**src/rtl/rpsc_interlock_card_pkg.sv**
```systemverilog
// rpsc_pkg: shared types and helpers for the RPSC interlock card.
//   ff_state_e  - first-fault capture states (IDLE, CAPTURED)
//   clog2_min1  - index width for a count of items, never below one bit
package rpsc_pkg;

  typedef enum logic [0:0] {
    IDLE     = 1'b0,
    CAPTURED = 1'b1
  } ff_state_e;

  // Bits needed to index 'value' items; a single item still gets one bit.
  function automatic int clog2_min1(input int value);
    int width;
    if (value > 1) begin
      width = $clog2(value);
    end else begin
      width = 1;
    end
    return width;
  endfunction

endpackage

```
**src/rtl/rpsc_interlock_card_if.sv**
```systemverilog
// rpsc_interlock_card_if: card-level signal bundle between the raw inputs,
// the operator acknowledge and the front-panel lamps / trip chain.
//   fault_in      raw asynchronous fault inputs (N_CH)
//   ack_in        operator acknowledge, level
//   trip_out      latched per-channel trips (N_CH)
//   lamp_out      per-channel indicator lamps (N_CH)
//   emergency_out OR of all trips
//   ff_valid      first fault captured
//   ff_id         first-fault channel index
// Modports: slave = the card, master = whatever drives the card.
interface rpsc_interlock_card_if
  import rpsc_pkg::*;
#(
  parameter int N_CH = 8
);
  localparam int ID_W = clog2_min1(N_CH);

  logic [N_CH-1:0] fault_in;
  logic            ack_in;
  logic [N_CH-1:0] trip_out;
  logic [N_CH-1:0] lamp_out;
  logic            emergency_out;
  logic            ff_valid;
  logic [ID_W-1:0] ff_id;

  modport master (
    output fault_in, ack_in,
    input  trip_out, lamp_out, emergency_out, ff_valid, ff_id
  );

  modport slave (
    input  fault_in, ack_in,
    output trip_out, lamp_out, emergency_out, ff_valid, ff_id
  );
endinterface

```
**src/rtl/rpsc_interlock_card_debounce.sv**
```systemverilog
// rpsc_chan_debounce: front end of one fault channel - 2-FF synchroniser,
// polarity correction and a saturating run-length counter.
//   clk       system clock
//   reset     asynchronous active-low reset
//   fault_in  raw asynchronous fault input
//   qual      high on every edge at which the counter sits at (or is just
//             reaching) DEB_CYCLES, so a registered trip lands on the same
//             edge the counter saturates
module rpsc_chan_debounce #(
  parameter int DEB_CYCLES = 16,
  parameter bit INV        = 1'b0
) (
  input  logic clk,
  input  logic reset,
  input  logic fault_in,
  output logic qual
);
  localparam int               CNT_W   = $clog2(DEB_CYCLES + 1);
  localparam logic [CNT_W-1:0] CNT_MAX = CNT_W'(DEB_CYCLES);
  localparam logic [CNT_W-1:0] CNT_PRE = CNT_W'(DEB_CYCLES - 1);

  logic             sync1_r;
  logic             sync2_r;
  logic             act_s;
  logic [CNT_W-1:0] cnt_r;

  // Two-stage synchroniser for the asynchronous raw input
  always_ff @(posedge clk or negedge reset) begin
    if (!reset) begin
      sync1_r <= 1'b0;
      sync2_r <= 1'b0;
    end else begin
      sync1_r <= fault_in;
      sync2_r <= sync1_r;
    end
  end

  assign act_s = sync2_r ^ INV;

  // Consecutive-active counter, saturating at DEB_CYCLES, cleared on inactive
  always_ff @(posedge clk or negedge reset) begin
    if (!reset) begin
      cnt_r <= {CNT_W{1'b0}};
    end else if (!act_s) begin
      cnt_r <= {CNT_W{1'b0}};
    end else if (cnt_r != CNT_MAX) begin
      cnt_r <= cnt_r + CNT_W'(1);
    end
  end

  // Equivalent to "next count == DEB_CYCLES": the trip register samples this
  // term, which keeps fault-edge to trip latency at 2 + DEB_CYCLES edges.
  assign qual = act_s && (cnt_r >= CNT_PRE);

endmodule

```
**src/rtl/rpsc_interlock_card.sv**
```systemverilog
// rpsc_interlock_card: N_CH-channel RPSC interlock card.
// Per channel: synchronise, correct polarity, debounce, latch a trip and
// drive a lamp. Card level: emergency summary, first-fault capture with a
// blinking first-fault lamp. Trips clear only on operator acknowledge.
//   clk           system clock
//   reset         asynchronous active-low reset
//   lamp_test_in  all lamps on while high (only with RPSC_LAMP_TEST_EN)
//   bus           rpsc_interlock_card_if.slave: fault_in, ack_in in;
//                 trip_out, lamp_out, emergency_out, ff_valid, ff_id out
// Build option: define RPSC_LAMP_TEST_EN to add the lamp_test_in port.
module rpsc_interlock_card
  import rpsc_pkg::*;
#(
  parameter int              N_CH       = 8,
  parameter int              DEB_CYCLES = 16,
  parameter logic [N_CH-1:0] INV_MASK   = {N_CH{1'b0}},
  parameter int              BLINK_HALF = 2**20
) (
  input  logic clk,
  input  logic reset,
`ifdef RPSC_LAMP_TEST_EN
  input  logic lamp_test_in,
`endif
  rpsc_interlock_card_if.slave bus
);
  localparam int               ID_W     = clog2_min1(N_CH);
  localparam int               BLK_W    = clog2_min1(BLINK_HALF);
  localparam logic [BLK_W-1:0] BLK_LAST = BLK_W'(BLINK_HALF - 1);

  logic [N_CH-1:0]  qual_s;
  logic [N_CH-1:0]  trip_next_s;
  logic [N_CH-1:0]  lamp_next_s;
  logic [ID_W-1:0]  low_id_s;
  logic             lamp_test_s;
  logic [N_CH-1:0]  trip_r;
  logic [N_CH-1:0]  lamp_r;
  logic             emergency_r;
  logic             ff_valid_r;
  logic [ID_W-1:0]  ff_id_r;
  ff_state_e        state_r;
  logic [BLK_W-1:0] blink_cnt_r;
  logic             blink_r;

  for (genvar i = 0; i < N_CH; i++) begin : gen_ch
    rpsc_chan_debounce #(
      .DEB_CYCLES (DEB_CYCLES),
      .INV        (INV_MASK[i])
    ) u_deb (
      .clk      (clk),
      .reset    (reset),
      .fault_in (bus.fault_in[i]),
      .qual     (qual_s[i])
    );
  end

`ifdef RPSC_LAMP_TEST_EN
  assign lamp_test_s = lamp_test_in;
`else
  assign lamp_test_s = 1'b0;
`endif

  // Next trip vector: a qualifying channel always sets (so it beats ack);
  // ack drops every latched channel that is no longer qualifying.
  always_comb begin
    trip_next_s = qual_s;
    if (bus.ack_in) begin
      trip_next_s = qual_s;
    end else begin
      trip_next_s = qual_s | trip_r;
    end
  end

  // Lowest qualifying index; scanning downwards lets the lowest hit win
  always_comb begin
    low_id_s = {ID_W{1'b0}};
    for (int i = N_CH - 1; i >= 0; i--) begin
      low_id_s = qual_s[i] ? ID_W'(i) : low_id_s;
    end
  end

  // Lamp pattern: first-fault channel blinks, other tripped channels steady
  always_comb begin
    lamp_next_s = {N_CH{1'b0}};
    for (int i = 0; i < N_CH; i++) begin
      if (ff_valid_r && (ff_id_r == ID_W'(i))) begin
        lamp_next_s[i] = blink_r;
      end else begin
        lamp_next_s[i] = trip_r[i];
      end
    end
  end

  // Trip latches and emergency summary
  always_ff @(posedge clk or negedge reset) begin
    if (!reset) begin
      trip_r      <= {N_CH{1'b0}};
      emergency_r <= 1'b0;
    end else begin
      trip_r      <= trip_next_s;
      emergency_r <= |trip_next_s;
    end
  end

  // First-fault capture FSM
  always_ff @(posedge clk or negedge reset) begin
    if (!reset) begin
      state_r    <= IDLE;
      ff_valid_r <= 1'b0;
      ff_id_r    <= {ID_W{1'b0}};
    end else begin
      case (state_r)
        IDLE: begin
          if ((trip_r == {N_CH{1'b0}}) && (qual_s != {N_CH{1'b0}})) begin
            state_r    <= CAPTURED;
            ff_valid_r <= 1'b1;
            ff_id_r    <= low_id_s;
          end
        end
        CAPTURED: begin
          // Leave only once the acknowledge really empties the trip vector
          if (bus.ack_in && (trip_next_s == {N_CH{1'b0}})) begin
            state_r    <= IDLE;
            ff_valid_r <= 1'b0;
            ff_id_r    <= {ID_W{1'b0}};
          end
        end
        default: begin
          state_r    <= IDLE;
          ff_valid_r <= 1'b0;
          ff_id_r    <= {ID_W{1'b0}};
        end
      endcase
    end
  end

  // Free-running blink timebase, toggling the blink phase at each wrap
  always_ff @(posedge clk or negedge reset) begin
    if (!reset) begin
      blink_cnt_r <= {BLK_W{1'b0}};
      blink_r     <= 1'b0;
    end else if (blink_cnt_r == BLK_LAST) begin
      blink_cnt_r <= {BLK_W{1'b0}};
      blink_r     <= ~blink_r;
    end else begin
      blink_cnt_r <= blink_cnt_r + BLK_W'(1);
    end
  end

  // Registered lamp drive; lamp test overrides the pattern only
  always_ff @(posedge clk or negedge reset) begin
    if (!reset) begin
      lamp_r <= {N_CH{1'b0}};
    end else if (lamp_test_s) begin
      lamp_r <= {N_CH{1'b1}};
    end else begin
      lamp_r <= lamp_next_s;
    end
  end

  assign bus.trip_out      = trip_r;
  assign bus.lamp_out      = lamp_r;
  assign bus.emergency_out = emergency_r;
  assign bus.ff_valid      = ff_valid_r;
  assign bus.ff_id         = ff_id_r;

endmodule

```
**src/flat_wrapper.sv**
```systemverilog
// flat-port wrapper written by rule: the top's interface ports become plain ports
module rpsc_interlock_card_flat import rpsc_pkg::*;
#(
  parameter int              N_CH       = 8,
  parameter int              DEB_CYCLES = 16,
  parameter logic [N_CH-1:0] INV_MASK   = {N_CH{1'b0}},
  parameter int              BLINK_HALF = 2**20
)
  (clk, reset, bus_fault_in, bus_ack_in, bus_trip_out, bus_lamp_out, bus_emergency_out, bus_ff_valid, bus_ff_id);
  rpsc_interlock_card_if #(.N_CH(N_CH)) bus_i ();
  input  logic clk;
  input  logic reset;
  input wire logic [$bits(bus_i.fault_in)-1:0] bus_fault_in;
  input wire logic [$bits(bus_i.ack_in)-1:0] bus_ack_in;
  output wire logic [$bits(bus_i.trip_out)-1:0] bus_trip_out;
  output wire logic [$bits(bus_i.lamp_out)-1:0] bus_lamp_out;
  output wire logic [$bits(bus_i.emergency_out)-1:0] bus_emergency_out;
  output wire logic [$bits(bus_i.ff_valid)-1:0] bus_ff_valid;
  output wire logic [$bits(bus_i.ff_id)-1:0] bus_ff_id;
  assign bus_i.fault_in = bus_fault_in;
  assign bus_i.ack_in = bus_ack_in;
  assign bus_trip_out = bus_i.trip_out;
  assign bus_lamp_out = bus_i.lamp_out;
  assign bus_emergency_out = bus_i.emergency_out;
  assign bus_ff_valid = bus_i.ff_valid;
  assign bus_ff_id = bus_i.ff_id;
  rpsc_interlock_card #(.N_CH(N_CH), .DEB_CYCLES(DEB_CYCLES), .INV_MASK(INV_MASK), .BLINK_HALF(BLINK_HALF)) u_core (.clk(clk), .reset(reset), .bus(bus_i));
endmodule
```
**config.mk**
```make
export PLATFORM = sky130hd
export DESIGN_NAME = rpsc_interlock_card_flat
export DESIGN_NICKNAME = d
export VERILOG_FILES = /design/src/rtl/rpsc_interlock_card_pkg.sv /design/src/rtl/rpsc_interlock_card_if.sv /design/src/rtl/rpsc_interlock_card_debounce.sv /design/src/rtl/rpsc_interlock_card.sv /design/src/flat_wrapper.sv
export SDC_FILE = /design/constraint.sdc
export NUM_CORES = 1
export LEC_CHECK = 0
export CORE_MARGIN = 1
export CORE_UTILIZATION = 63
export CTS_CLUSTER_SIZE = 16
export DETAILED_ROUTE_END_ITERATION = 10
export PLACE_DENSITY_LB_ADDON = 0.05
export SETUP_SLACK_MARGIN = 0.02
export SKIP_LAST_GASP = 1
export SLEW_MARGIN = 30
export SYNTH_ARGS = -nofsm -noshare
export SYNTH_HDL_FRONTEND = slang
export SYNTH_HIERARCHICAL = 1
export SYNTH_SLANG_ARGS = --single-unit
```
**constraint.sdc**
```tcl
create_clock -name clk -period 7.6 [get_ports clk]
set_clock_uncertainty 0.15 [all_clocks]
set_input_delay 0.76 -clock clk [delete_from_list [all_inputs] [get_ports clk]]
set_output_delay 0.76 -clock clk [all_outputs]
set_load 0.02 [all_outputs]
```
==> flow_summary.json <==
{
  "coreArea_um2": 7330,
  "syn_avg_cell_area_um2": 11.0,
  "p_leak_nw": 2.52,
  "drt_iter0_drc": 110,
  "tightest_slew_ns": 0.698,
  "drcViolationCount": 0,
  "reg2reg_slack_ns": 4.62,
  "drt-wirelength-per-cell_um": 14.0,
  "start_util_pct": 65.7,
  "ios": 32,
  "pwr_density_cell_nw_per_um2": 175,
  "r2r-start": "u_core/gen_ch[2].u_deb/cnt_r[0]",
  "hold_buffers": 0,
  "fillers": 502,
  "grt-busiest-layer": "met2",
  "required_ns": 7.68,
  "die_x_um": 89.5,
  "cp.arrival_ns": 3.06,
  "use_met2_pct": 41.1,
  "internal-power_w": 0.000701,
  "io_buffers": 31,
  "yosysUniqueCellTypes": 41,
  "grtUsageMet1_pct": 25.9,
  "swShare_pct": 25.5,
  "use_met3_pct": 5.08,
  "combPwrFrac_pct": 6.1,
  "post-dp-hpwl_mm": 5.63,
  "p_seq_share_pct": 60.1,
  "grt_start_max_net_pins": 59,
  "cts_buffer_depth": 2,
  "vias": 3238,
  "ir_worst_vdd_v": 0.000131,
  "multi_input_area_um2": 2150,
  "die_area_um2": 8000,
  "viasPerCell": 5.62,
  "area_delta_synth_final_pct": 11.9,
  "antennaDiodeCount": 0,
  "drv_slew": 0,
  "clock_sinks": 99,
  "fin_nets": 508,
  "dr.pass1.iters": 4,
  "postCtsResizedCells": 0,
  "synth-seq-cells": 99,
  "track_usage_pct": 22.7,
  "regArea_um2": 2480,
  "worstSetupEndpointType": "flop",
  "max_slew_margin_pct": 53.5,
  "holdWs_ns": 0.208,
  "hold_viol_final": 0,
  "dp.cells": 560,
  "synth-main-ff-cell": "dfrtp_1",
  "clockPowerShare_pct": 33.8,
  "r2r_cells": 9,
  "cp_max_fo": 6,
  "cp-start-kind": "flop",
  "path_depth": 9,
  "crit_end": "u_core/bus.ff_id[0]",
  "path_clk_slew_ns": 0.10,
  "clk_latency_ns": 0.37,
  "totalWireLength_mm": 8.06,
  "grt_pass1_vias": 3218,
  "reg2reg_to": "u_core/bus.ff_id[0]",
  "worst-path-buf-inv": 0,
  "antenna_found_initial": 0,
  "drv_cap": 0,
  "setup_viol": 0,
  "rows": 31,
  "synthArstFlopShare_pct": 100,
  "fin_cells": 576,
  "grt_pass1_wl_mm": 13.8,
  "cts_buffers": 9,
  "overflow": 0,
  "status": "finished clean",
  "p_switching_w": 0.000241,
  "rsz0062_at_grt": "no",
  "path_cells": "ha_1 -> and3_2 -> ha_1 -> nor2_1 -> a21boi_0 -> or4_1 -> or4_1 -> nand3_1 -> o31ai_1",
  "postRouteAntennaNets": 0,
  "post-cts-setup-buffers": 0,
  "final_cell_area_um2": 5390,
  "fmax_mhz": 336,
  "cts_tree": "built",
  "yosysWarnings": 6,
  "synth_area_um2": 4820,
  "max_stage_delay_ns": 0.64,
  "cp_slowest_cell": "or4_1",
  "post_dp_cell_area_um2": 5210,
  "synth-edff-count": 0,
  "cpLargestDelayFamily": "simple AND/OR/NAND/NOR gates",
  "synthCells": 440,
  "seq_area_frac_synth_pct": 51.4,
  "crit_start": "u_core/gen_ch[2].u_deb/cnt_r[0]",
  "clockRootBuffer": "clkbuf_8",
  "synth_nets": 476,
  "gp_congestion": 0.805,
  "min_path_type": "in -> async",
  "htreeDepth": 3,
  "crit_type": "reg -> reg",
  "setup_tns_ns": 0,
  "drive_above_1_share_pct": 9.43,
  "finalCritPeriodShare_pct": 39.2,
  "fin_crit_ns": 2.98,
  "die_height_um": 89.5
}
-- flip-flops by register name, indices dropped and copies added (netlist names) --
| name | flops |
|---|---|
| u_core/gen_ch.u_deb/cnt_r | 40 |
| u_core/blink_cnt_r | 20 |
| u_core/bus.lamp_out | 8 |
| u_core/bus.trip_out | 8 |
| u_core/gen_ch.u_deb/act_s | 8 |
| u_core/gen_ch.u_deb/sync1_r | 8 |
| u_core/bus.ff_id | 3 |
| u_core/blink_r | 1 |
| u_core/bus.emergency_out | 1 |
| u_core/bus.ff_valid | 1 |
| u_core/state_r | 1 |
-- metrics by stage --
step / util, % / total power [W] / setup WS, ns
after floorplan: - / 0.000605 / 4.82
after global placement: 71.0 / 0.000631 / 4.71
after detailed placement: 71.0 / 0.000635 / 4.65
after CTS: 73.6 / 0.000953 / 4.63
after global routing: 73.6 / 0.000987 / 4.43
final: 73.6 / 0.000942 / 4.62
-- cell usage in the layout (no fill, tap or decap), types with 2 or more instances in the layout --
master	n
a21boi_0	10
a21o_1	8
a21oi_1	6
and3_1	4
and3_2	8
and4_1	3
and4bb_4	8
buf_4	2
clkbuf_8	10
clkdlybuf4s50_1	30
clkinv_4	3
dfrtp_1	99
ha_1	25
inv_1	35
inv_6	2
mux2_2	8
mux2i_1	24
nand2_1	42
nand2b_1	15
nand3_1	21
nand3b_1	13
nand4_1	12
nand4b_1	2
nand4bb_1	2
nor2_1	19
nor3_1	6
nor3b_1	2
nor4_1	3
o21a_1	6
o21ai_0	10
o31ai_1	3
or2b_1	2
or3_1	5
or4_1	4
xnor2_1	9
xor2_1	8
-- layout make-up --
cell class / instances / area share [%]
clock buffers: 10 / 2.55
well taps: 99 / 2.30
repair buffers: 32 / 5.85
flip-flops and latches: 99 / 45.9
inverters: 36 / 2.51
multi-input cells: 294 / 40.0
clock inverters: 6 / 0.905
-- power by group through the flow --
stage / combinational (W) / clock, W / sequential, W
after detailed placement: 0.0000585 / 0 / 0.000577
after global routing: 0.0000675 / 0.000349 / 0.000570
after floorplan: 0.0000367 / 0 / 0.000569
final: 0.0000572 / 0.000318 / 0.000566
after CTS: 0.0000587 / 0.000328 / 0.000566
after global placement: 0.0000560 / 0 / 0.000575
-- synth_stat cells (2+ instances only) --
cell       count  share of area, %
xnor2_1        9               1.6
nor2_1        19               1.5
and4_1         3              0.55
dfrtp_1       99                51
mux2_2         8               1.9
nand4b_1       2              0.36
xor2_1         8               1.5
or4_1          4              0.62
or3_1          5              0.65
nand4bb_1      2              0.47
or2b_1         2              0.31
nand3_1       21               2.2
buf_2          8              0.83
nor3b_1        2              0.31
and3_2         8               1.2
a21o_1         8               1.2
nand2b_1      15               1.9
nand4_1       12               1.6
inv_1         35               2.7
ha_1          25               6.5
a21oi_1        6              0.62
and3_1         4              0.52
and4bb_4       8               2.7
o21ai_0       10               1.0
nor4_1         3              0.39
mux2i_1       24               5.0
clkbuf_1       2              0.16
o21a_1         6              0.93
nor3_1         6              0.62
a21boi_0      10               1.6
nand3b_1      13               2.0
o31ai_1        3              0.47
nand2_1       42               3.3
-- how the worst min path moves through the flow --
stage / cells after the start / endpoint / start
floorplan: 0 / u_core/gen_ch[0].u_deb/act_s / u_core/gen_ch[0].u_deb/sync1_r
global placement: 0 / u_core/gen_ch[0].u_deb/act_s / u_core/gen_ch[0].u_deb/sync1_r
detailed placement: 0 / u_core/gen_ch[6].u_deb/act_s / u_core/gen_ch[6].u_deb/sync1_r
CTS: 0 / u_core/gen_ch[6].u_deb/act_s / u_core/gen_ch[6].u_deb/sync1_r
global route: 0 / u_core/gen_ch[2].u_deb/act_s / u_core/gen_ch[2].u_deb/sync1_r
finish: 1 / u_core/gen_ch[1].u_deb/cnt_r[2] / reset
-- metal layers --
layer / share of wire [%] / vias up
li1: - / 1584
met1: 45 / 1600
met2: 52 / 47
met3: 2.3 / 7
met4: 1.2 / 0
met5: 0 / -
-- kinds of logic after synthesis --
kind of cell    after synthesis  synth area share, %
simple gates                174                 21.8
flops                        99                 51.4
buf+inv                      47                 3.87
compound gates               46                 6.47
mux                          32                 6.86
fa+ha+maj                    25                 6.49
xor+xnor                     17                 3.09
(Power assumes the default switching activity.)
